[src/rtl/vu_peak_meter.sv]
// vu_peak_meter
//   Converts received offset-binary audio bytes into a VU meter display:
//   a thermometer bar of the latest sample magnitude, a peak-hold dot with
//   timed hold and stepped decay, and a stretched clip indicator.
//
// Ports
//   clk      system clock
//   rst_     asynchronous active-low reset
//   data_i   received sample byte, offset binary (0x80 = silence)
//   valid_i  single-cycle strobe, data_i valid this cycle
//   bar_o    thermometer bar of last sample magnitude, bit 0 = lowest
//   peak_o   one-hot peak-hold dot, all zero when peak is 0
//   clip_o   stretched clip indicator (full-scale sample seen)
//   busy_o   high while the peak FSM is holding or decaying
module vu_peak_meter #(
  parameter int unsigned LEDS         = 8,
  parameter int unsigned HOLD_CYCLES  = 2000000,
  parameter int unsigned DECAY_CYCLES = 250000,
  parameter int unsigned DECAY_STEP   = 8,
  parameter int unsigned CLIP_CYCLES  = 4000000
) (
  input  logic            clk,
  input  logic            rst_,
  input  logic [7:0]      data_i,
  input  logic            valid_i,
  output logic [LEDS-1:0] bar_o,
  output logic [LEDS-1:0] peak_o,
  output logic            clip_o,
  output logic            busy_o
);

  localparam int unsigned STEP    = 128 / LEDS;
  localparam int unsigned STEP_SH = $clog2(STEP);
  localparam int unsigned HW = (HOLD_CYCLES  > 1) ? $clog2(HOLD_CYCLES)  : 1;
  localparam int unsigned DW = (DECAY_CYCLES > 1) ? $clog2(DECAY_CYCLES) : 1;
  localparam int unsigned CW = (CLIP_CYCLES  > 1) ? $clog2(CLIP_CYCLES)  : 1;

  typedef enum logic [1:0] {ST_IDLE, ST_HOLD, ST_DECAY} state_e;

  state_e          state_q, state_d;
  logic [6:0]      peak_q, peak_d;
  logic [HW-1:0]   hold_cnt_q, hold_cnt_d;
  logic [DW-1:0]   decay_cnt_q, decay_cnt_d;
  logic [CW-1:0]   clip_cnt_q, clip_cnt_d;
  logic            clip_q, clip_d;
  logic [LEDS-1:0] bar_q, bar_d;

  logic [6:0]      mag;
  logic [LEDS-1:0] seg;
  logic [6:0]      peak_dec;
  logic [6:0]      peak_m1;
  logic            clip_hit;

  // Magnitude; 0x00 would be 128, saturate to 127.
  always_comb begin
    mag = '0;
    if (data_i[7]) begin
      mag = data_i[6:0];
    end else if (data_i == 8'h00) begin
      mag = 7'h7F;
    end else begin
      mag = 7'(8'h80 - data_i);
    end
  end

  always_comb begin
    seg = '0;
    for (int unsigned k = 0; k < LEDS; k++) begin
      seg[k] = (mag > 7'(k * STEP));
    end
  end

  // Dot index is ceil(peak/STEP)-1 == (peak-1)/STEP for peak > 0.
  always_comb begin
    peak_m1 = peak_q - 7'd1;
    peak_o  = '0;
    for (int unsigned k = 0; k < LEDS; k++) begin
      peak_o[k] = (peak_q != 7'd0) && ((peak_m1 >> STEP_SH) == 7'(k));
    end
  end

  assign peak_dec = (peak_q > 7'(DECAY_STEP)) ? (peak_q - 7'(DECAY_STEP)) : 7'd0;
  assign clip_hit = valid_i && ((data_i == 8'h00) || (data_i == 8'hFF));

  always_comb begin
    state_d     = state_q;
    peak_d      = peak_q;
    hold_cnt_d  = hold_cnt_q;
    decay_cnt_d = decay_cnt_q;
    if (valid_i && (mag > peak_q)) begin
      peak_d     = mag;
      hold_cnt_d = HW'(HOLD_CYCLES - 1);
      state_d    = ST_HOLD;
    end else begin
      case (state_q)
        ST_HOLD: begin
          if (hold_cnt_q != '0) begin
            hold_cnt_d = hold_cnt_q - HW'(1);
          end else begin
            state_d     = ST_DECAY;
            decay_cnt_d = DW'(DECAY_CYCLES - 1);
          end
        end
        ST_DECAY: begin
          if (decay_cnt_q != '0) begin
            decay_cnt_d = decay_cnt_q - DW'(1);
          end else begin
            peak_d      = peak_dec;
            decay_cnt_d = DW'(DECAY_CYCLES - 1);
            if (peak_dec == 7'd0) begin
              state_d = ST_IDLE;
            end
          end
        end
        default: ;
      endcase
    end
  end

  always_comb begin
    clip_d     = clip_q;
    clip_cnt_d = clip_cnt_q;
    if (clip_hit) begin
      clip_cnt_d = CW'(CLIP_CYCLES - 1);
      clip_d     = 1'b1;
    end else if (clip_cnt_q == '0) begin
      clip_d = 1'b0;
    end else begin
      clip_cnt_d = clip_cnt_q - CW'(1);
    end
  end

  assign bar_d = valid_i ? seg : bar_q;

  always_ff @(posedge clk or negedge rst_) begin
    if (!rst_) begin
      state_q     <= ST_IDLE;
      peak_q      <= '0;
      hold_cnt_q  <= '0;
      decay_cnt_q <= '0;
      clip_cnt_q  <= '0;
      clip_q      <= 1'b0;
      bar_q       <= '0;
    end else begin
      state_q     <= state_d;
      peak_q      <= peak_d;
      hold_cnt_q  <= hold_cnt_d;
      decay_cnt_q <= decay_cnt_d;
      clip_cnt_q  <= clip_cnt_d;
      clip_q      <= clip_d;
      bar_q       <= bar_d;
    end
  end

  assign bar_o  = bar_q;
  assign clip_o = clip_q;
  assign busy_o = (state_q != ST_IDLE);

endmodule
[config.mk]
export PLATFORM = sky130hd
export DESIGN_NAME = vu_peak_meter
export DESIGN_NICKNAME = d
export VERILOG_FILES = /design/src/rtl/vu_peak_meter.sv
export SDC_FILE = /design/constraint.sdc
export NUM_CORES = 1
export LEC_CHECK = 0
export CORE_MARGIN = 2
export CORE_UTILIZATION = 55
export DETAILED_ROUTE_END_ITERATION = 7
export GPL_TIMING_DRIVEN = 1
export PLACE_DENSITY = 0.75
export SLEW_MARGIN = 20
export SYNTH_ARGS = -nofsm -noshare
export SYNTH_HDL_FRONTEND = slang
export SYNTH_SLANG_ARGS = --single-unit
export TNS_END_PERCENT = 5
[constraint.sdc]
create_clock -name clk -period 5.56 [get_ports clk]
set_input_delay 1.112 -clock clk [delete_from_list [all_inputs] [get_ports clk]]
set_output_delay 1.112 -clock clk [all_outputs]
set_load 0.005 [all_outputs]
==> After elaboration in Yosys (flattened, before gate mapping) <==
Index checks and enable logic that the tools add are counted.
{ "word_totals": {"ram_bits": 0, "latch_bits": 0, "rom_bits": 0, "mem_count": 0, "out_inout_bits": 18, "elab_cells": 90, "reg_bits": 79} }
{ "op_classes": {"n_shift": 0, "n_reduce_logical": 29, "mul": 0, "bitwise": 1, "magnitude_cmp": 10, "addsub": 6, "n_mux": 21, "eq_ne": 16, "div_mod_pow": 0} }
{ "op_table": {"columns": ["cell", "n"], "rows": [
  ["$mux W21", 3],
  ["$mux W22", 2],
  ["$mux W7", 6],
  ["$mux W18", 2],
  ["$pmux W18 S2", 1],
  ["$gt A7 B7 Y1 const B", 4],
  ["$logic_not A22 Y1", 1],
  ["$sub A22 B1 Y22 const B", 1],
  ["$reduce_bool A21 Y1", 1],
  ["$sub A21 B1 Y21 const B", 1],
  ["$reduce_bool A18 Y1", 1],
  ["$sub A18 B1 Y18 const B", 1],
  ["$gt A7 B6 Y1 const B", 2],
  ["$logic_not A7 Y1", 2],
  ["$eq A3 B3 Y1 const B", 4],
  ["$reduce_bool A2 Y1", 6],
  ["$logic_and A1 B1 Y1", 10],
  ["$ne A3 B3 Y1 const B", 3],
  ["$eq A8 B8 Y1 const B", 1],
  ["$logic_not A8 Y1", 1],
  ["$mux W2", 4],
  ["$gt A7 B1 Y1 const B", 1],
  ["$gt A7 B4 Y1 const B", 1],
  ["$gt A7 B5 Y1 const B", 1],
  ["18 further kinds", 23]
]} }

==> Logic depth before layout (Yosys ltp) <==
Gate-level depths: netlist (run 1).
{ "depth": {"depth_word": 7, "mapped_depth": 13, "ltp_nobuf": 11} }

==> Worst setup path before layout (run 1) <==
Ideal clock, no wire load.
{ "synth_path": {"path_type": "input port to flip-flop", "from": "input port data_i[0]", "to": "register decay_cnt_q[14]", "slack_ns": 1.495, "stages": 11, "arrival_time_ns": 3.904, "setup_ns": 0.161, "t_required_ns": 5.399, "cell_sequence": "inv_1 ha_1 or3b_2 or3_1 nand4_1 ha_1 nand4_1 a21oi_1 o221a_2 nor4_1 a31oi_1"} }
{ "synth_via": {"elab_chain_len": 7} }
{ "synth_lines": {"columns": ["item", "line", "text"], "rows": [
  ["from (decl)", "24", "input logic [7:0] data_i,"],
  ["$sub A1 B7 Y7 or $logic_not A8 Y1 (tied branches)", "62, 59", null],
  ["$mux W7", "59", "end else if (data_i == 8'h00) begin"],
  ["$mux W7 *", "57", "if (data_i[7]) begin"],
  ["$gt A7 B7 Y1 *", "90", "if (valid_i && (mag > peak_q)) begin"],
  ["$logic_and A1 B1 Y1 *", "90", null],
  ["$not A1 Y1 (no line) *", null, null],
  ["$reduce_and A3 Y1 (no line) *", null, null],
  ["to (signal assigned)", "148", "decay_cnt_q <= decay_cnt_d;"],
  ["to (decl)", "43", "logic [DW-1:0] decay_cnt_q, decay_cnt_d;"]
]} }
Mark *: on every way between the ends. The rest lies on a longest branch, timed or not.
A chain may end at the register's enable or synchronous reset.

==> Final worst setup path (run 1) <==
{ "layout_path": {"from": "input port data_i[0]", "to": "register decay_cnt_q[4]"} }
Same word-level chain as after synthesis.

==> impl_results.rst, run 1 <==
.. list-table::
   :header-rows: 1

   * - Metric
     - Value
   * - Antenna-violating nets left
     - 0
   * - Root buffer cell
     - sky130_fd_sc_hd__clkbuf_8
   * - Clock share of power
     - 21.9%
   * - Number of optimization iterations in the first detailed-route pass
     - 7
   * - Number of DRC markers in iteration 0
     - 214
   * - Multiplexer area fraction after synthesis
     - 1.10%
   * - Post-synthesis sequential element count
     - 79
   * - Number of DRC violations after detailed routing
     - 0
   * - Maximum operating frequency
     - 227 MHz
   * - Total of endpoints with negative setup slack in the final report
     - 0
   * - Port Buf Inserts
     - 28
   * - Initial antenna violation count
     - 0
   * - Crit share post-route
     - 79.3%
   * - Routability congestion estimate
     - 0.908
   * - Top fanout value on the critical path
     - 40
   * - P_sw
     - 793 uW
   * - Proportion of total power due to net switching
     - 40.9%
   * - Area grow syn2layout
     - 10.6%
   * - Met2 Resource Use GR
     - 39.8%
   * - Critical Path Slowest Stage Cell
     - sky130_fd_sc_hd__or3b_2
   * - Antenna fix cells
     - 0
   * - Sequential cell area fraction in the yosys report
     - 40.4%
   * - Standard-cell rows
     - 34
   * - Final wirelength
     - 11,200 um
   * - Via count of the first global-routing pass
     - 4,193
   * - Number of top-level pins
     - 29
   * - Final period demand of the worst path
     - 4410 ps
   * - Most Crowded Layer GR
     - met2
   * - Cell chain of the critical path
     - clkdlybuf4s50_1 > inv_1 > ha_1 > or3b_2 > or3_1 > nand4_1 > ha_1 > nand4_1 > a21oi_1 > o221ai_2 > buf_4 > o2111ai_1 > a22o_1
   * - Critical setup path kind
     - input pin to register
   * - Placed wire-length estimate
     - 7550 um
   * - CTS buffer count
     - 9
   * - Number of instances in the synthesized netlist
     - 551
   * - Die Footprint
     - 9670 um^2
   * - Routed via count divided by cell count
     - 6.36
   * - Average detailed-routed wire length per instance
     - 16.5 um
   * - Number of flops mapped to enable cells by yosys
     - 0
   * - Postcts setup bufs
     - 0
   * - Clock transition at the registers of the reported paths
     - 90 ps
   * - Number of nets in the layout
     - 592
   * - First-pass GRT wire length
     - 19,700 um
   * - Clock Latency Late Sink
     - 370 ps
   * - Count of pins over their slew limit
     - 0
   * - Simple-gate share of the synthesized area
     - 23.4%
   * - Clock tree buffer depth
     - 2
   * - Sequential Power Share
     - 39.7%
   * - Pint
     - 1150 uW
   * - Post-route core utilization
     - 62.4%
   * - Unique cell type count in the Yosys netlist
     - 59
   * - Number of instances resized during post-cts repair
     - 0
   * - RSZ-0062 raised after global routing
     - no
   * - Path type of the worst min-delay path
     - register to register
   * - Routing usage on met3
     - 3.94%
   * - Total routing resource utilization after global routing
     - 24.4%
   * - Adder and majority gate portion of the synthesized area
     - 4.09%
   * - Req. time, crit path
     - 5820 ps
   * - Pin count of the biggest net entering global routing
     - 80
   * - Final standard cell area without fillers
     - 5410 um^2
   * - Maximum level of the CTS H-tree
     - 3
   * - Share of synthesized registers carrying an async set or reset
     - 100%
   * - Nets in the synthesized netlist
     - 578
   * - Most frequently used flop master after synthesis
     - sky130_fd_sc_hd__dfrtp_1
   * - Clock sink total
     - 79
   * - Worst Tran Pin Value
     - 883 ps
   * - XOR/XNOR share of the synthesized area
     - 4.65%
   * - Status
     - finished clean
   * - Width of the die
     - 98.4 um
   * - Static leakage
     - 0.00199 uW
   * - Share of post-route cells with drive strength above 1
     - 5.44%
   * - CTS tree
     - done
   * - Cell area reported after detailed placement
     - 5220 um^2
   * - Compound-cell area share of the yosys netlist
     - 21.7%
   * - Critical path startpoint category
     - input pin
   * - Mean Syn Cell Area
     - 8.89 um^2
   * - Max incr delay on CP
     - 500 ps
   * - Fin. Hold Viols
     - 0
   * - VDD IR max
     - 237 uV
   * - Post-route clock skew
     - 18.6 ps
   * - Total via count in the routed design
     - 4,315
   * - Die height
     - 98.4 um
   * - Core footprint
     - 8680 um^2
   * - Combinational family with the most area after synthesis
     - simple AND/OR/NAND/NOR gates
   * - Global-route congestion overflow total
     - 0
   * - Critical Path Sink Type
     - register
   * - Effective utilization at floorplan
     - 56.4%
   * - Slew HR
     - 40.7%
   * - Met1 Resource Use GR
     - 33.2%
   * - Number of buffers inserted by hold repair at cts
     - 0
   * - Arrival time of the worst setup path
     - 4660 ps
   * - Netlist area before placement
     - 4900 um^2
   * - Combinational fraction of design power
     - 38.4%
   * - P per Cell Area
     - 358 nW/um^2
   * - Max-cap violations
     - 0
   * - Post-Route Setup TNS
     - 0 ps
   * - Number of warnings printed during yosys synthesis
     - 0
   * - Post-layout total power
     - 1940 uW
-- power by group through the flow --
stage               registers, uW  logic, uW  clock network (uW)
global route                  789        844                 458
global placement              776        719                   0
floorplan                     730        555                   0
CTS                           769        743                 438
detailed placement            779        740                   0
finish                        770        745                 424
-- stage by stage --
stage	std cells	setup slack [ps]	hold slack (ps)
after detailed placement	662	852	494
after CTS	678	1230	514
after global routing	678	905	557
after floorplan	551	1500	467
after global placement	662	961	485
final	678	1150	512
-- logic make-up (layout without fill, tap and decap cells) --
family | after synthesis | after routing
adder cells (fa/ha/maj) | 16 | 16
flip-flops | 79 | 79
buffers and inverters | 57 | 76
AO/OA/AOI/OAI | 150 | 150
AND/OR/NAND/NOR | 218 | 218
multiplexers | 5 | 5
XOR/XNOR | 26 | 26
-- routing by layer --
layer | part of all wire [%] | wire (um)
met5 | 0 | 0
met4 | 1.4 | 155
met3 | 4.3 | 478
met2 | 49 | 5500
met1 | 45 | 5030
-- area by class of cell --
class                      instances  area, um^2
fill                             753        3270
multi-input combinational        415        2700
sequential                        79        1980
timing repair buffer              31         304
tap                              108         135
clock buffer                       9         124
inverter                          29         109
clock inverter                     7        66.3
-- synth_stat cells (10+ instances only) --
cell type,count,share of area [%]
sky130_fd_sc_hd__dfrtp_1,79,40
sky130_fd_sc_hd__nor2_1,48,3.7
sky130_fd_sc_hd__nand2_1,46,3.5
sky130_fd_sc_hd__inv_1,29,2.2
sky130_fd_sc_hd__a21oi_1,26,2.7
sky130_fd_sc_hd__o21ai_0,26,2.7
sky130_fd_sc_hd__clkbuf_1,24,1.8
sky130_fd_sc_hd__nor3_1,24,2.5
sky130_fd_sc_hd__nor4_1,19,2.4
sky130_fd_sc_hd__nand3_1,17,1.7
sky130_fd_sc_hd__ha_1,16,4.1
sky130_fd_sc_hd__xor2_1,16,2.9
sky130_fd_sc_hd__a31oi_1,13,1.7
sky130_fd_sc_hd__or3_1,13,1.7
sky130_fd_sc_hd__o2111ai_1,11,2.0
sky130_fd_sc_hd__o211ai_1,11,1.7
sky130_fd_sc_hd__xnor2_1,10,1.8
-- final timing paths --
check	slack, ps	end	from	cells past startpoint
min	510	hold_cnt_q[20]	hold_cnt_q[20]	2
min reg2reg	510	hold_cnt_q[20]	hold_cnt_q[20]	2
max reg2reg	2510	decay_cnt_q[13]	decay_cnt_q[2]	6
min in group asynchronous	760	decay_cnt_q[16]	rst_	1
max in group asynchronous	4280	hold_cnt_q[18]	rst_	1
max	1150	decay_cnt_q[4]	data_i[0]	13
-- state kept, by name (all words and copies together), names as in the netlist --
| name | flops |
|---|---|
| clip_o | 1 |
| peak_q | 7 |
| bar_o | 8 |
| clip_cnt_q | 22 |
| hold_cnt_q | 21 |
| decay_cnt_q | 18 |
| state_q | 2 |
-- worst max-delay path, delay by kind of cell --
family          cells  cell delay [ps]
simple gates        4             1280
fa+ha+maj           2              530
buf+inv             3              980
compound gates      4              720
-- cells in the final DEF (no fill, tap or decap), types with 8 or more instances in the layout --
master / Yosys / layout
sky130_fd_sc_hd__a31oi_1: 13 / 13
sky130_fd_sc_hd__ha_1: 16 / 16
sky130_fd_sc_hd__nor4_1: 19 / 19
sky130_fd_sc_hd__o21ai_0: 26 / 24
sky130_fd_sc_hd__xnor2_1: 10 / 10
sky130_fd_sc_hd__dfrtp_1: 79 / 79
sky130_fd_sc_hd__or4_1: 9 / 9
sky130_fd_sc_hd__xor2_1: 16 / 16
sky130_fd_sc_hd__clkdlybuf4s50_1: 0 / 27
sky130_fd_sc_hd__clkbuf_8: 0 / 9
sky130_fd_sc_hd__a21oi_1: 26 / 26
sky130_fd_sc_hd__o2111ai_1: 11 / 11
sky130_fd_sc_hd__nor3_1: 24 / 24
sky130_fd_sc_hd__o211ai_1: 11 / 11
sky130_fd_sc_hd__nor2_1: 48 / 48
sky130_fd_sc_hd__nand3_1: 17 / 17
sky130_fd_sc_hd__nand2_1: 46 / 46
sky130_fd_sc_hd__or3_1: 13 / 13
sky130_fd_sc_hd__inv_1: 29 / 29
sky130_fd_sc_hd__nand4_1: 8 / 8
No activity file was read; power rests on OpenSTA's default activity.
==> run 2, diff against run 1 <==
Settings changed: CORE_UTILIZATION 55 to 54, PLACE_DENSITY 0.75 to 0.76.
Clock period 5.56 ns to 3.7 ns, I/O delays scaled along.
==> run 2 against run 1 <==
Compared with the run above:
- combinational power grew 65%
- clock power grew 74%
- flip-flop and latch count is the same
==> impl_results.rst, run 2 (synthesized netlist as in run 1, its figures left out) <==
.. list-table::
   :header-rows: 1

   * - Metric
     - Value
   * - Top library cells by usage in the layout, fill and taps aside
     - sky130_fd_sc_hd__dfrtp_1 (79), sky130_fd_sc_hd__nor2_1 (48), sky130_fd_sc_hd__nand2_1 (46)
   * - Max incr delay on CP
     - 460 ps (-40 ps)
   * - Critical setup path kind
     - input pin to register
   * - Maximum operating frequency
     - 285 MHz
   * - Initial antenna violation count
     - 0 (unchanged)
   * - Number of DRC markers in iteration 0
     - 299 (+40%)
   * - Total via count in the routed design
     - 4,467 (+3.5%)
   * - Average detailed-routed wire length per instance
     - 15.9 um (-3.6%)
   * - Die height
     - 99.2 um (+0.88%)
   * - Antenna fix cells
     - 0 (unchanged)
   * - Slew HR
     - 47.9% (+7.1 points)
   * - Buffering stage count on the worst path with inverters included
     - 4 (+1)
   * - Count of pins over their slew limit
     - 0 (unchanged)
   * - Via count of the first global-routing pass
     - 4,218 (+0.60%)
   * - R2R Path Start
     - clip_cnt_q[18]
   * - Antenna-violating nets left
     - 0 (unchanged)
   * - Pin count of the biggest net entering global routing
     - 80 (unchanged)
   * - Number of top-level pins
     - 29 (unchanged)
   * - Most flops, register
     - clip_cnt_q
   * - CP Launch Point
     - data_i[0]
   * - Clock sink total
     - 79 (unchanged)
   * - Final-layout fill cell count
     - 720 (-4.4%)
   * - Maximum level of the CTS H-tree
     - 3 (unchanged)
   * - Largest registers ranked by flip-flop count
     - clip_cnt_q x22, hold_cnt_q x21, decay_cnt_q x18
   * - Pint
     - 1920 uW (+68%)
   * - Final period demand of the worst path
     - 3510 ps
   * - Clock tree buffer depth
     - 2 (unchanged)
   * - Standard-cell rows
     - 34 (unchanged)
   * - Max-cap violations
     - 0 (unchanged)
   * - Path type of the worst min-delay path
     - input pin to async pin
   * - Req. time, crit path
     - 3950 ps (-1870 ps)
   * - Post-layout total power
     - 3120 uW (+61%)
   * - First-pass GRT wire length
     - 19,100 um (-2.8%)
   * - Routed met3 length
     - 431 um (-9.8%)
   * - Clock transition at the registers of the reported paths
     - 80 ps (about the same)
   * - Flip-flop count of the largest register, all copies and words added
     - 22 (unchanged)
   * - Worst Tran Pin Value
     - 779 ps (-105 ps)
   * - Clock share of power
     - 23.5% (+1.6 points)
   * - Clock Latency Late Sink
     - 360 ps (about the same)
   * - Combinational fraction of design power
     - 39.3% (+0.9 points)
   * - Critical path startpoint category
     - input pin
   * - Number of DRC violations after detailed routing
     - 0 (unchanged)
   * - Proportion of total power due to net switching
     - 38.4% (-2.5 points)
   * - Total of endpoints with negative setup slack in the final report
     - 0 (unchanged)
   * - Cell chain of the critical path
     - clkdlybuf4s50_1 > inv_1 > ha_1 > or3b_2 > or3_4 > nand4_1 > ha_1 > nand4_1 > buf_4 > o221ai_2 > nand4_1 > buf_4 > o41ai_1
   * - RSZ-0062 raised after global routing
     - no
   * - Critical path's top delay family
     - simple AND/OR/NAND/NOR gates
   * - P per Cell Area
     - 548 nW/um^2 (+53%)
   * - CTS buffer count
     - 9 (unchanged)
   * - Most Frequent Cell on Critical Path
     - sky130_fd_sc_hd__nand4_1
   * - Static leakage
     - 0.00216 uW (+8.1%)
   * - Post-Route Setup TNS
     - 0 ps (unchanged)
   * - Effective utilization at floorplan
     - 55.9% (-0.55 points)
   * - Die Footprint
     - 9840 um^2 (+1.8%)
   * - Arrival time of the worst setup path
     - 3760 ps (-900 ps)
   * - Sequential Power Share
     - 37.2% (-2.5 points)
   * - Number of nets in the layout
     - 619 (+4.6%)
   * - Fin. Hold Viols
     - 0 (unchanged)
   * - Postcts setup bufs
     - 0 (unchanged)
   * - Most common library cell in the layout ignoring fill and taps
     - sky130_fd_sc_hd__dfrtp_1
   * - Port Buf Inserts
     - 28 (unchanged)
   * - Crit share post-route
     - 94.9%
   * - Number of cells in the design after placement
     - 689 (+4.1%)
   * - Root buffer cell
     - sky130_fd_sc_hd__clkbuf_8
   * - Status
     - finished clean
   * - Routed via count divided by cell count
     - 6.34 (-0.44%)
   * - Total routing resource utilization after global routing
     - 23.3% (-1.1 points)
   * - Top fanout value on the critical path
     - 7 (-83%)
   * - Total length of routed met2 wires
     - 5400 um (-2.0%)
   * - Share of post-route cells with drive strength above 1
     - 10.6% (+5.1 points)
   * - Non-filler cells in the finished layout
     - 705 (+4.0%)
   * - P_sw
     - 1200 uW (+51%)
   * - Width of the die
     - 99.2 um (+0.88%)
   * - Global-route congestion overflow total
     - 0 (unchanged)
   * - Worst Hold Margin
     - 401 ps (-111 ps)
   * - Post-route clock skew
     - 11.8 ps (-6.80 ps)
   * - Core footprint
     - 8760 um^2 (+0.98%)
   * - Routability congestion estimate
     - 0.851 (-6.3%)
   * - Topmost layer with routed signal wires
     - met4
   * - CTS tree
     - done
   * - Routed length on met1
     - 5200 um (+3.5%)
   * - Area grow syn2layout
     - 16.5%
   * - Critical Path Slowest Stage Cell
     - sky130_fd_sc_hd__or3b_2
   * - Final wirelength
     - 11,200 um (+0.29%)
   * - Placed wire-length estimate
     - 7770 um (+2.8%)
   * - Critical Path Sink Type
     - register
   * - VDD IR max
     - 313 uV (+32%)
   * - Number of optimization iterations in the first detailed-route pass
     - 5 (-2)
-- run 2: cell types whose count changed in the layout (fill, tap and decap cells not counted), moves of 2 or more --
cell,previous run,this run
sky130_fd_sc_hd__bufinv_16,0,2
sky130_fd_sc_hd__inv_8,2,0
sky130_fd_sc_hd__a21oi_2,0,2
sky130_fd_sc_hd__a21oi_1,26,24
sky130_fd_sc_hd__buf_4,3,28
sky130_fd_sc_hd__buf_12,0,2
-- run 2: power groups by stage --
stage	Combinational (uW)	Sequential [uW]	Clock, uW
after global placement	1160	1170	0
after CTS	1210	1160	751
after global routing	1360	1190	789
final	1230	1160	736
after detailed placement	1200	1170	0
after floorplan	834	1100	0
-- run 2: per-layer routing --
layer,global-route usage (%),up-vias
met5,0,-
met3,3.51,18
met2,38.1,119
li1,-,2169
met4,7.48,0
met1,32.0,2161
-- run 2: path summary, 6_finish.rpt --
path,endpoint,slack (ps),cells after the start
worst min register to register,bar_o[5],500,1
max in group asynchronous,clip_cnt_q[6],2810,1
worst max register to register,clip_cnt_q[11],1030,5
worst max-delay path,decay_cnt_q[10],190,13
worst min-delay path,hold_cnt_q[4],400,1
min in group clk,bar_o[5],500,1
-- run 2: worst register-to-register path, stage by stage, from the launching register on --
cell and delay (ps):
sky130_fd_sc_hd__dfrtp_1 440, sky130_fd_sc_hd__nor4_1 630, sky130_fd_sc_hd__nand4_1 520, sky130_fd_sc_hd__o211ai_4 510
sky130_fd_sc_hd__nor3_1 90, sky130_fd_sc_hd__or3b_1 350
-- run 2: final cells by class --
type / instances / area, um^2 / area share, %
timing repair buffer: 58 / 532 / 9.32
inverter: 29 / 109 / 1.91
tap: 108 / 135 / 2.37
multi-input combinational: 415 / 2720 / 47.8
sequential: 79 / 1980 / 34.7
clock inverter: 7 / 104 / 1.82
clock buffer: 9 / 124 / 2.17
-- run 2: metrics by stage --
stage	util (%)	instance area, um^2	setup WS (ps)
after CTS	64.7	5670	137
final	65.1	5700	190
after global placement	62.1	5440	-120
after floorplan	-	4900	7.13
after detailed placement	62.1	5440	-224
after global routing	65.1	5700	2.52
-- run 2: what timing repair did --
item,in CTS,in global routing
hold buffers,0,0
gates resized for setup,0,5
endpoints found under the setup margin,0,11
hold endpoints to repair,0,0
==> patch 1: new RTL, settings of run 2 <==
Set the parameter `HOLD_CYCLES` to 4000000 (it was 2000000).
--- a/src/rtl/vu_peak_meter.sv
+++ b/src/rtl/vu_peak_meter.sv
@@ -14,7 +14,7 @@
 //   busy_o   high while the peak FSM is holding or decaying
 module vu_peak_meter #(
   parameter int unsigned LEDS         = 8,
-  parameter int unsigned HOLD_CYCLES  = 2000000,
+  parameter int unsigned HOLD_CYCLES  = 4000000,
   parameter int unsigned DECAY_CYCLES = 250000,
   parameter int unsigned DECAY_STEP   = 8,
   parameter int unsigned CLIP_CYCLES  = 4000000
Function: no difference found for any inputs over 10 cycles, from zero or initial values and one cycle with rst_ low; that may be too few to reach the edited logic, so the function may still have changed.
==> patch 1 against run 2 <==
Setup slack better by 0.050 ns. Final area shrank 3.6%. Highest routed layer unchanged. Final cell count is 2.3% lower. Core utilization is 1.4 points lower. Clock power decreased by 4.1%. Area after synthesis is 2.5% lower. Routed wire length down 12%. Sequential power is 8% higher. Largest cell class unchanged. Worst hold slack worse by 0.0029 ns. Global-route usage shrank 1.7 points. Sequential cell count grew 1. Non-clock buffer count down 9. Power increased by 3.5%.
==> patch 1: results (changes against run 2) <==
globalplace.congestion: 0.8987  # +5.7%
largestRegisters: "clip_cnt_q: 22 flops, hold_cnt_q: 22 flops, decay_cnt_q: 18 flops"
drt_first_pass_iters: 4  # -1
met1_routed_wirelength_after_detailed_routing_um: 4738  # -8.9%
ys_top_cells_by_area: "sky130_fd_sc_hd__dfrtp_1, sky130_fd_sc_hd__nand2_1, sky130_fd_sc_hd__xnor2_1"
timing.critical_path.arrival_ns: 2.72  # -1.04 ns
fill_cells: 763  # +6.0%
first_pass_grt_wire_length_um: 17540  # -8.2%
seq_area_frac_synth: 0.4192  # +0.01540
fin_nets: 603  # -2.6%
swShare: 0.3811  # -0.003255
slew_at_the_pin_with_the_worst_max_slew_slack_ns: 0.7153  # -0.06330 ns
maximum_count_of_clock_buffers_along_a_single_path: 2  # unchanged
timing.final.max_slew_violations: 0  # unchanged
dp_hpwl_um: 7072  # -8.9%
total_leakage_power_nw: 2.057  # -4.6%
grt_antenna_before_repair: 0  # unchanged
grt_pass1_vias: 3908  # -7.3%
max-vdd-ir-drop_uv: 300.5  # -4.1%
ys_dominant_reg_cell: "sky130_fd_sc_hd__dfrtp_1"
cts_hold_buffers: 0  # unchanged
synth.top_cells.by_count: "sky130_fd_sc_hd__dfrtp_1, sky130_fd_sc_hd__nand2_1, sky130_fd_sc_hd__nor2_1, sky130_fd_sc_hd__o21ai_0, sky130_fd_sc_hd__inv_1"
timing.clock.skew_ns: 0.01276  # +0.0009706 ns
buffer_ports.inserted: 28  # unchanged
synth_fp_nets: 560  # -3.1%
clk_pin_slew_ns: 0.09
run_status: "completed"
post_drt_via_cell_ratio: 5.858  # -7.6%
postRouteWirelength_um: 9833  # -12%
startpoint: "peak_q[3]"
max_cap_viol_count: 0  # unchanged
min_path_type: "input port to async pin"
hold_slack_ns: 0.3983  # -0.002898 ns
number_of_instances_resized_during_post_cts_repair: 0  # unchanged
worstReg2RegEnd: "decay_cnt_q[15]"
pin_count_of_the_biggest_net_entering_global_routing: 81  # +1.3%
number_of_design_rule_violations_left_by_the_first_detailed_router_iteration: 137  # -54%
cts-root-buf: "sky130_fd_sc_hd__clkbuf_8"
layout-drive-gt1-share: 0.09466  # -0.01086
met3WireLength_um: 309  # -28%
met2_wirelength_um: 4691  # -13%
insertedDiodeCount: 0  # unchanged
yosys_warnings: 0  # unchanged
highest-signal-layer: "met4"
timing.final.setup_violations: 0  # unchanged
r2r_path_start: "hold_cnt_q[0]"
r2r_setup_slack_ns: 1.02
yosys.cell_types.count: 66  # +12%
critical_path_peak_fanout: 10  # +3
synth-async-reset-ratio: 1.000  # unchanged
cts_htree_levels: 3  # unchanged
number_of_clock_buffers_inserted_by_tritoncts: 9  # unchanged
worst_skew_pair.late_latency_ns: 0.35
postCtsSetupBuffers: 0  # unchanged
worstRegToRegCells: 8  # +3
grt.total_usage: 0.2162  # -0.01662
-- patch 1: per-layer routing --
| layer | track usage | vias to the layer above |
|---|---|---|
| met5 | 0 | - |
| met4 | 0.05662 | 0 |
| met3 | 0.04009 | 9 |
| met2 | 0.3546 | 65 |
| met1 | 0.2975 | 1938 |
| li1 | - | 2024 |
-- patch 1: final cells by class --
type,instances,area [um2],share of cell area
Multi-Input combinational cell,407,2600,0.4729
Sequential cell,80,2002,0.3641
Timing Repair Buffer,49,439.2,0.07988
Tap cell,108,135.1,0.02458
Clock buffer,11,131.4,0.02390
Inverter,29,108.9,0.01980
Clock inverter,5,81.33,0.01479
-- patch 1: worst max-delay path by stage --
stage,end,slack [ns]
2_1_floorplan,hold_cnt_q[11],0.55
3_3_place_gp,decay_cnt_q[15],-0.009
3_5_place_dp,decay_cnt_q[9],-0.11
4_1_cts,peak_o[1],0.14
5_1_grt,decay_cnt_q[15],-0.003
6_report,peak_o[3],0.24
-- patch 1: kinds of logic (layout without fill, tap and decap cells) --
group,Yosys count,in the layout,synth area share
and+or+nand+nor,226,226,0.2489
buffers and inverters,46,94,0.03694
AOI/OAI and AO/OA,125,125,0.1784
DFF,80,80,0.4192
xor gates and xnor gates,36,36,0.06602
muxes,4,4,0.008646
adders and majority gates,16,16,0.04192
-- patch 1: per-stage QoR --
stage	TNS, ns	instances	power, mW	setup WS (ns)	area [um2]
2_1_floorplan	0	533	2.109	0.5515	4776
6_report	0	689	3.234	0.2398	5498
5_1_grt	-0.002643	689	3.486	-0.002643	5498
3_5_place_dp	-0.8512	673	2.533	-0.1053	5279
4_1_cts	0	689	3.243	0.1439	5492
3_3_place_gp	-0.008875	673	2.485	-0.008828	5279
-- patch 1: critical path, stage by stage, from the launching register on --
cell,delay (ns)
sky130_fd_sc_hd__dfrtp_1,0.50
sky130_fd_sc_hd__inv_1,0.21
sky130_fd_sc_hd__ha_2,0.28
sky130_fd_sc_hd__nand2_1,0.11
sky130_fd_sc_hd__or3_1,0.32
sky130_fd_sc_hd__o31a_1,0.12
sky130_fd_sc_hd__o22ai_1,0.14
sky130_fd_sc_hd__nand2_1,0.07
sky130_fd_sc_hd__o21ai_0,0.08
sky130_fd_sc_hd__clkdlybuf4s50_1,0.54
-- patch 1: power by group through the flow --
stage	Clock, mW	Combinational (mW)	Sequential [mW]
after CTS	0.718	1.28	1.24
after floorplan	0	0.941	1.17
after global placement	0	1.24	1.25
after detailed placement	0	1.27	1.26
final	0.706	1.28	1.25
after global routing	0.757	1.45	1.28
==> patch 2: new RTL, flow settings as in run 2 <==
Without the edit above. Register the output `peak_o`, cleared by the reset; this adds one clock of latency there. The other outputs are not delayed to match.
--- a/src/rtl/vu_peak_meter.sv
+++ b/src/rtl/vu_peak_meter.sv
@@ -37,6 +37,8 @@
 
   typedef enum logic [1:0] {ST_IDLE, ST_HOLD, ST_DECAY} state_e;
 
+  logic [LEDS-1:0] peak_c;
+
   state_e          state_q, state_d;
   logic [6:0]      peak_q, peak_d;
   logic [HW-1:0]   hold_cnt_q, hold_cnt_d;
@@ -73,9 +75,9 @@
   // Dot index is ceil(peak/STEP)-1 == (peak-1)/STEP for peak > 0.
   always_comb begin
     peak_m1 = peak_q - 7'd1;
-    peak_o  = '0;
+    peak_c  = '0;
     for (int unsigned k = 0; k < LEDS; k++) begin
-      peak_o[k] = (peak_q != 7'd0) && ((peak_m1 >> STEP_SH) == 7'(k));
+      peak_c[k] = (peak_q != 7'd0) && ((peak_m1 >> STEP_SH) == 7'(k));
     end
   end
 
@@ -156,4 +158,12 @@
   assign clip_o = clip_q;
   assign busy_o = (state_q != ST_IDLE);
 
+  always_ff @(posedge clk or negedge rst_) begin
+    if (!rst_) begin
+      peak_o <= '0;
+    end else begin
+      peak_o <= peak_c;
+    end
+  end
+
 endmodule
Function: changed (Yosys sat finds a counterexample within 4 cycles, from zero or initial values and one cycle with rst_ low).
==> patch 2 against run 2 <==
Via count is 1.7% higher. Non-clock buffer count decreased by 10. Die area is 6.6% higher. Sequential cell count grew 8. Area after synthesis rose by 6.9%. Maximum frequency grew 1.2%. Final area up 4.1%. Routed wire length up 7.0%. Power increased by 5.3%. Core utilization decreased by 1.4 points. Register-to-register slack worse by 0.21 ns. Setup slack better by 0.042 ns. Critical endpoint is now decay_cnt_q[4]. Largest power group unchanged.
==> patch 2: results (changes against run 2) <==
synth.top_cells.by_count: "sky130_fd_sc_hd__dfrtp_1, sky130_fd_sc_hd__nor2_1, sky130_fd_sc_hd__nand2_1, sky130_fd_sc_hd__inv_1, sky130_fd_sc_hd__nor3_1"
met3WireLength_um: 551  # +28%
power_frac_seq: 0.395  # +0.023
total_leakage_power_nw: 2.293  # +6.4%
run_status: "completed"
synthesized_instance_count: 565  # +2.5%
clk_pin_slew_ns: 0.10  # +0.02 ns
timing.clock.skew_ns: 0.01126  # -0.0005218 ns
globalRouteMet3Util: 0.04172  # +0.006587
timing.critical_path.max_delay_family: "compound AO/OA/AOI/OAI gates"
layout-drive-gt1-share: 0.1065  # +0.0009615
met1_routed_wirelength_after_detailed_routing_um: 5621  # +8.1%
ys_top_cells_by_area: "sky130_fd_sc_hd__dfrtp_1, sky130_fd_sc_hd__ha_1, sky130_fd_sc_hd__nor2_1"
timing.critical_path.arrival_ns: 3.73  # -0.03 ns
first_pass_grt_wire_length_um: 20570  # +7.7%
setup.worst_path.end: "decay_cnt_q[4]"
wl_per_cell_um: 16.42  # +3.3%
switching_power_mw: 1.315  # +9.5%
power.density_cell_area_nw_per_um2: 553.9  # +1.2%
critical_path_peak_fanout: 20  # +13
synthMuxAreaShare: 0.001913  # -0.009076
clk-power_mw: 0.684  # -7.1%
r2r_setup_slack_ns: 0.82  # -0.21 ns
met2_wirelength_um: 5648  # +4.7%
r2r_path_start: "hold_cnt_q[0]"
grt_use_met2: 0.3972  # +0.01621
synthXorXnorAreaFrac: 0.04185  # -0.004666
number_of_design_rule_violations_left_by_the_first_detailed_router_iteration: 246  # -18%
synth-adder-area-share: 0.03826  # -0.002630
==> patch 2: cell types whose count changed after synthesis, sizes merged, moves of 6 or more <==
cell / delta
clkbuf: -6
o2111ai: -10
nand2: -6
dfrtp: +8
nand2b: -6
o21ai: -7
o31ai: +13
buf: +6
==> patch 2: how the worst min path moves through the flow <==
stage                     from         endpoint  slack (ns)  depth (start not counted)
2_1_floorplan             rst_         bar_o[0]        0.44                          0
3_3_place_gp   decay_cnt_q[16]  decay_cnt_q[16]        0.48                          1
3_5_place_dp     hold_cnt_q[6]    hold_cnt_q[6]        0.48                          1
4_1_cts        decay_cnt_q[16]  decay_cnt_q[16]        0.51                          1
5_1_grt        decay_cnt_q[16]  decay_cnt_q[16]        0.54                          1
6_report                  rst_    clip_cnt_q[6]        0.49                          1
==> patch 2: cell type report <==
type                       count  area [um2]
sequential                    87        2177
fill                         778        3387
clock buffer                   9       123.9
clock inverter                 7       73.82
tap                          129       161.4
timing repair buffer          48       465.4
multi-input combinational    417        2815
inverter                      33       123.9
